<file path="src/rtl/mant_normalizer.sv">
// Post-add mantissa normalizer: carry right-shift, iterative left-shift, zero/overflow/denorm flags.
// Optional NORM_STICKY_EN adds out_sticky, the bit dropped by the carry right-shift.
module mant_normalizer #(
  parameter int N = 16,
  parameter int E = 5
) (
  input  logic         clk,
  input  logic         rst,
  input  logic         in_valid,
  output logic         in_ready,
  input  logic [N-1:0] in_mant,
  input  logic         in_carry,
  input  logic [E-1:0] in_exp,
  output logic         out_valid,
  input  logic         out_ready,
  output logic [N-1:0] out_mant,
  output logic [E-1:0] out_exp,
  output logic         out_zero,
  output logic         out_ovf,
`ifdef NORM_STICKY_EN
  output logic         out_sticky,
`endif
  output logic         out_denorm
);

  typedef enum logic [1:0] {
    IDLE  = 2'd0,
    SHIFT = 2'd1,
    DONE  = 2'd2
  } state_t;

  localparam logic [E-1:0] EXP_MAX = {E{1'b1}};

  state_t       state_q, state_d;
  logic [N-1:0] mant_q, mant_d;
  logic [E-1:0] exp_q, exp_d;
  logic         zero_q, zero_d;
  logic         ovf_q, ovf_d;
  logic         denorm_q, denorm_d;
`ifdef NORM_STICKY_EN
  logic         sticky_q, sticky_d;
`endif

  // One step of the left-shift loop, evaluated from the current registers.
  logic [N-1:0] mant_sh;
  logic [E-1:0] exp_sh;
  assign mant_sh = {mant_q[N-2:0], 1'b0};
  assign exp_sh  = exp_q - 1'b1;

  always_ff @(posedge clk) begin
    if (rst) begin
      state_q  <= IDLE;
      mant_q   <= '0;
      exp_q    <= '0;
      zero_q   <= 1'b0;
      ovf_q    <= 1'b0;
      denorm_q <= 1'b0;
`ifdef NORM_STICKY_EN
      sticky_q <= 1'b0;
`endif
    end else begin
      state_q  <= state_d;
      mant_q   <= mant_d;
      exp_q    <= exp_d;
      zero_q   <= zero_d;
      ovf_q    <= ovf_d;
      denorm_q <= denorm_d;
`ifdef NORM_STICKY_EN
      sticky_q <= sticky_d;
`endif
    end
  end

  always_comb begin
    state_d  = state_q;
    mant_d   = mant_q;
    exp_d    = exp_q;
    zero_d   = zero_q;
    ovf_d    = ovf_q;
    denorm_d = denorm_q;
`ifdef NORM_STICKY_EN
    sticky_d = sticky_q;
`endif
    unique case (state_q)
      IDLE: begin
        if (in_valid) begin
          zero_d   = 1'b0;
          ovf_d    = 1'b0;
          denorm_d = 1'b0;
`ifdef NORM_STICKY_EN
          sticky_d = 1'b0;
`endif
          if (in_carry) begin
            state_d = DONE;
            if (in_exp == EXP_MAX) begin
              mant_d = '1;
              exp_d  = EXP_MAX;
              ovf_d  = 1'b1;
            end else begin
              mant_d = {1'b1, in_mant[N-1:1]};
              exp_d  = in_exp + 1'b1;
`ifdef NORM_STICKY_EN
              sticky_d = in_mant[0];
`endif
            end
          end else if (in_mant == '0) begin
            state_d = DONE;
            mant_d  = '0;
            exp_d   = '0;
            zero_d  = 1'b1;
          end else if (in_mant[N-1] || (in_exp == '0)) begin
            state_d  = DONE;
            mant_d   = in_mant;
            exp_d    = in_exp;
            denorm_d = ~in_mant[N-1];
          end else begin
            state_d = SHIFT;
            mant_d  = in_mant;
            exp_d   = in_exp;
          end
        end
      end
      SHIFT: begin
        mant_d = mant_sh;
        exp_d  = exp_sh;
        // Normalized wins over exhausted when both happen on the same step.
        if (mant_sh[N-1] || (exp_sh == '0)) begin
          state_d  = DONE;
          denorm_d = ~mant_sh[N-1];
        end
      end
      DONE: begin
        if (out_ready) state_d = IDLE;
      end
      default: state_d = IDLE;
    endcase
  end

  assign in_ready   = (state_q == IDLE);
  assign out_valid  = (state_q == DONE);
  assign out_mant   = mant_q;
  assign out_exp    = exp_q;
  assign out_zero   = zero_q;
  assign out_ovf    = ovf_q;
  assign out_denorm = denorm_q;
`ifdef NORM_STICKY_EN
  assign out_sticky = sticky_q;
`endif

endmodule
</file>
<file path="config.mk">
export PLATFORM = sky130hd
export DESIGN_NAME = mant_normalizer
export DESIGN_NICKNAME = d
export VERILOG_FILES = /design/src/rtl/mant_normalizer.sv
export SDC_FILE = /design/constraint.sdc
export NUM_CORES = 1
export LEC_CHECK = 0
export ABC_AREA = 0
export BUFFER_PORTS_ARGS = -buffer_cell sky130_fd_sc_hd__buf_2
export CORE_MARGIN = 5
export CORE_UTILIZATION = 42
export CTS_CLUSTER_DIAMETER = 60
export DETAILED_ROUTE_END_ITERATION = 10
export PLACE_DENSITY = 0.67
export SKIP_CTS_REPAIR_TIMING = 1
export SLEW_MARGIN = 40
export SYNTH_ARGS = -nofsm -noshare
export SYNTH_HDL_FRONTEND = slang
export SYNTH_SLANG_ARGS = --single-unit
</file>
<file path="constraint.sdc">
create_clock -name clk -period 4.9 [get_ports clk]
set_clock_uncertainty 0.1 [all_clocks]
set_input_delay 0.49 -clock clk [delete_from_list [all_inputs] [get_ports clk]]
set_output_delay 0.49 -clock clk [all_outputs]
set_load 0.03 [all_outputs]
</file>
Word-level counts from Yosys, hierarchy flattened
Index checks and enable logic that the tools add are counted.

Register bits after elaboration: 26. Bits in latches: 0. RAM bits: 0. Memory bits (read-only): 0. Logic and storage cells: 54. Memories kept: 0.

Add/sub/neg operators: 2. $mul: 0. Div/mod/pow operators: 0. Magnitude comparators: 0. Equality and inequality tests: 6. Shift operators: 0. Mux-type cells: 27. Bitwise gates (word level): 2. Reductions and logical operators: 11.

Operator list (number): 16-bit two-way mux (3); 16-bit case mux with 2 select lines (1); 5-bit two-way mux (4); 16-bit zero test (1); 15-bit two-way mux (1); 2-bit two-way mux (6); 5-bit zero test (2); 5-bit case mux with 2 select lines (1); 1-bit two-way mux (9); 2-bit case mux with 3 select lines (1); 3-bit AND reduction (2); 5-bit by 1-bit adder with 5-bit output, second input constant (1); 5-bit equality test, second input constant (1); 5-bit by 1-bit subtractor with 5-bit output, second input constant (1); 2-bit != test, second input constant (2); 2-bit AND reduction (2); 2-bit by 1-bit equality test with 1-bit output, second input constant (1); 2-bit equality test, second input constant (1); 2-bit zero test (1); 1-bit logical OR (2); 2-bit by 1-bit != test with 1-bit output, second input constant (1); 1-bit NOT (2); 1-bit case mux with 2 select lines (1); 2-bit nonzero test (1).

Longest topological paths before layout
Depth in word-level cells: 7. Mapped depth: 6.

Worst setup path before layout
Ideal clock, no wire load.

Path kind: reg2reg. From: reg exp_q[0] (netlist: out_exp[0]). To: reg state_q[0]. Library setup time: 0.132 ns. Data arrival time: 1.594 ns. Data required time: 4.668 ns. Path slack: 3.075 ns. Cell stages (with the launch flop): 6. Buffers on the path: 0. Clock period less this slack: 1.825 ns. Path through: dfxtp_1 > inv_1 > ha_1 > o41ai_1 > a31o_2 > a221oi_1.

Cells in the longest elaborated chain, start to end: 5.

Ends and longest elaborated chain: start, declared (line 36) `logic [E-1:0] exp_q, exp_d;`; start signal, assigned (line 64) `exp_q <= exp_d;`; 5-bit by 1-bit subtractor with 5-bit output (line 48) `assign exp_sh = exp_q - 1'b1;`; 5-bit zero test (line 127) `if (mant_sh[N-1] || (exp_sh == '0)) begin`; 1-bit logical OR (line 127); 2-bit != test (no source line); 3-bit AND reduction (no source line); end signal, assigned (line 62) `state_q <= state_d;`; end, declared (line 34) `state_t state_q, state_d;`.

No other way between the ends. A chain may end at the register's enable or synchronous reset.

Final worst setup path
From: in in_exp[1]. To: reg mant_q[1] (netlist: out_mant[1]).

Cells in the longest elaborated chain, start to end: 5.

Ends and longest elaborated chain: start, declared (line 13) `input logic [E-1:0] in_exp,`; 5-bit equality test (line 95) `if (in_exp == EXP_MAX) begin`; 15-bit two-way mux (line 95); 16-bit two-way mux (line 93) `if (in_carry) begin`; 16-bit two-way mux (line 86) `if (in_valid) begin`; 16-bit case mux with 2 select lines (line 84) `unique case (state_q)`; end signal, assigned (line 63) `mant_q <= mant_d;`; end, declared (line 35) `logic [N-1:0] mant_q, mant_d;`.

No other way between the ends. The select of a mux whose other input is x is not followed.

==> Implementation_results.wiki <==
{| class="wikitable"
! Metric !! Value
|-
| Cells after synthesis || roughly 220
|-
| Post-placement cell count || between 300 and 400
|-
| Aggregate negative setup slack || 0 ns
|-
| Area enclosed by the die boundary || between 5000 and 6000 um^2
|-
| Most common library cells after synthesis || dfxtp_1, a21oi_1, nand2_1
|-
| Data arrival time of the critical path || 2.10 ns
|-
| Number of enable-type register cells in the synthesized netlist || 0
|-
| Routed vias/inst || 6.02
|-
| Start point of the critical path || in_exp[1]
|-
| PD cells || 275 nW/um^2
|-
| Number of DRC violations after detailed routing || 0
|-
| Port Buf Inserts || 51
|-
| Most frequently used cell type in the post-synthesis netlist || dfxtp_1
|-
| Number of distinct library cell variants in the gate-level netlist after synthesis || between 40 and 50
|-
| Worst ir drop on vdd || around 0.20 mV
|-
| Summed instance area of the synthesized netlist || 1720 um^2
|-
| Clk buf depth || 2
|-
| Min-Delay Path Class || reg -> reg
|-
| Predominant post-synthesis flop cell || dfxtp_1
|-
| Worst setup slack after layout || about 2.9 ns
|-
| Clk sink count || 26
|-
| Post-synth top area share || 0.303
|-
| Fraction of layout instances using a drive strength above 1 || 0.250
|-
| Num ports || 52
|-
| Dominant combinational cell family by area after synthesis || compound AO/OA/AOI/OAI gates
|-
| Initial antenna violation count || 0
|-
| Effective utilization at floorplan || 0.430
|-
| Clk slew on worst S/H paths || around 0.090 ns
|-
| Overall routing resource usage || 0.192
|-
| # nets final || 288
|-
| Largest stage delay on the critical path || 0.63 ns
|-
| Fraction of the mapped netlist area in adder cells || 0.0291
|-
| Number of detailed-route iterations in the first pass || 4
|-
| Max frequency || roughly 500 MHz
|-
| Via count of the first global-routing pass || 1,752
|-
| Count of antenna-violating nets left after detailed routing || 0
|-
| Max-Slew Margin vs Limit || 0.495
|-
| Antenna diode instance count || 0
|-
| Pin count of the biggest net entering global routing || 31
|-
| CTS tree || done
|-
| Post-route minimum period || 2.00 ns
|-
| Crit start category || primary input
|-
| H-tree depth reported by CTS || 1
|-
| Clock latency at the later pin of the worst-skew pair || 0.27 ns
|-
| Share of the synthesized area in compound gates (AO/OA/AOI/OAI) || 0.340
|-
| Number of maximum-capacitance constraint violations || 0
|-
| Most area-consuming cells after synthesis || dfxtp_1, a21oi_1, a221oi_1
|-
| Post-Synth XOR/XNOR Area || 0
|-
| Final core utilization || 0.500
|-
| Count of final setup violators || 0
|-
| Average wire length per cell after detail routing || 16.4 um
|-
| Capturing element of the worst setup path || out_mant[1]$_SDFFE_PP0P_
|-
| Root buffer selected by CTS || clkbuf_8
|-
| CP max FO || 18
|-
| Result of the run || finished clean
|-
| Slowest library cell on the worst path || nand4_1
|-
| Number of DRC markers in iteration 0 || about 190
|-
| Share of the yosys chip area belonging to registers || 0.303
|-
| Total number of yosys warnings || 0
|-
| Portion of netlist area occupied by mux cells || 0
|-
| Synthesized area divided by synthesized cell count || 7.78 um^2
|-
| Pre-CTS worst setup slack || 2.66 ns
|-
| Type of element capturing the critical path || flop
|-
| Leakage power of the design || 0.849 nW
|-
| Area of the placeable core || around 4000 um^2
|-
| FP Rows || 23
|-
| First-pass GRT wire length || 8360 um
|-
| Sequence of cells on the critical path || buf_2 -> ha_1 -> nand4_1 -> a31oi_1 -> a222oi_1 -> nor2_1
|-
| Post-detailed-routing wire length || 5030 um
|-
| Worst slew pin tran || ~0.75 ns
|-
| Max Transition Viols Final || 0
|-
| Worst Hold Path Cells || 2
|-
| Area leader, netlist || dfxtp_1
|-
| Critical register-to-register path startpoint || state_q[0]$_SDFFE_PP0P_
|-
| Worst path required time || 5.01 ns
|-
| Critical path class || in -> reg
|-
| Total grt overflow || 0
|-
| RePlAce Congestion || ~0.85
|-
| Cell Count, Final, Fillers Out || 306
|-
| Unrepaired setup endpoints after global routing || false
|-
| Relative area change from synthesis to final layout || 16.2%
|-
| Number of buffers inserted during clock tree synthesis || 3
|-
| Simple-gate share of the synthesized area || 0.239
|-
| Fill cell count || 395
|-
| Vias post-DR || 1,843
|-
| Post-synthesis register bit count || 26
|-
| Synthesized net count || approximately 250
|-
| Depth of the worst register-to-register path || 5
|-
| Post-synthesis async set-or-reset flop share || 0
|-
| Horiz. Die Dim || roughly 74 um
|-
| Half-perimeter wire length of the detailed placement result || 3550 um
|-
| Period utilization || 0.408
|-
| Capturing point of the worst reg2reg path || state_q[0]$_SDFFE_PP0P_
|-
| Final Hold Viols || 0
|-
| Flop-to-flop setup slack || 3.02 ns
|-
| Die Height || 74 um
|}
-- flip-flops by register name, summed over array words and instances (netlist names) --
signal / cells
out_mant: 16
state_q: 2
out_ovf: 1
out_zero: 1
out_exp: 5
out_denorm: 1
-- cell usage in the layout (no fill, tap or decap), types with 2 or more instances in the layout --
cell      count
nand3b_1      3
nor3_1        4
a222oi_1      6
nand2_1      17
a21oi_1      24
o221ai_1      8
nor2_1       15
or2b_1        4
dfxtp_1      26
nand2b_1      9
nand4_1       3
a31oi_1      10
clkbuf_8      3
ha_1          4
inv_1        14
o21ai_0       8
buf_4         2
a211oi_1      2
buf_2        51
nor4_1        4
nor4_2        3
nor2b_1       2
a221oi_1     12
and3_1        2
-- routing by layer --
metal	part of all wire	vias up	track usage
li1	-	914	-
met1	0.47	852	0.285
met2	0.44	75	0.282
met3	0.087	2	0.0473
met4	0.0038	0	0.0362
met5	0	-	0
-- cell families (layout without fill, tap and decap cells) --
kind of cell             after synthesis  in the layout
AO/OA/AOI/OAI                         83             83
AND/OR/NAND/NOR                       73             73
buffers and inverters                 35             70
flip-flops                            26             26
adder cells (fa/ha/maj)                4              4
-- layout make-up --
| cell class | instances | area [um^2] | share of cell area |
|---|---|---|---|
| Multi-Input combinational cell | 160 | 1050 | 0.526 |
| Timing Repair Buffer | 53 | 270 | 0.135 |
| Inverter | 14 | 52.6 | 0.0263 |
| Sequential cell | 26 | 520 | 0.260 |
| Tap cell | 50 | 62.6 | 0.0313 |
| Clock buffer | 3 | 41.3 | 0.0207 |
-- stage by stage --
stage,cell area (um^2),total power (W),hold WS [ns]
finish,2000,0.000550,0.360
global placement,1950,0.000432,0.340
detailed placement,1960,0.000433,0.350
CTS,2000,0.000555,0.362
floorplan,1720,0.000379,0.477
global route,2000,0.000584,0.390
-- worst min path at each step --
stage | startpoint | end | slack, ns
after floorplan | out_zero$_SDFFE_PP0P_ | out_zero$_SDFFE_PP0P_ | 0.48
after global placement | out_mant[15]$_SDFFE_PP0P_ | out_mant[15]$_SDFFE_PP0P_ | 0.34
after detailed placement | out_mant[15]$_SDFFE_PP0P_ | out_mant[15]$_SDFFE_PP0P_ | 0.35
after CTS | out_mant[15]$_SDFFE_PP0P_ | out_mant[15]$_SDFFE_PP0P_ | 0.36
after global routing | in_mant[9] | out_mant[9]$_SDFFE_PP0P_ | 0.39
final | out_mant[15]$_SDFFE_PP0P_ | out_mant[15]$_SDFFE_PP0P_ | 0.36
-- power breakdown --
group	switching (W)	internal, W
registers	0.0000215	0.000228
clock network	0.0000667	0.0000551
logic	0.000112	0.0000663
-- worst max-delay path, delay by kind of cell --
kind	cells	cell delay, ns
simple gates	2	0.75
fa+ha+maj	1	0.24
buf+inv	1	0.13
compound gates	2	0.50
Power figures use the tool's default switching activity.
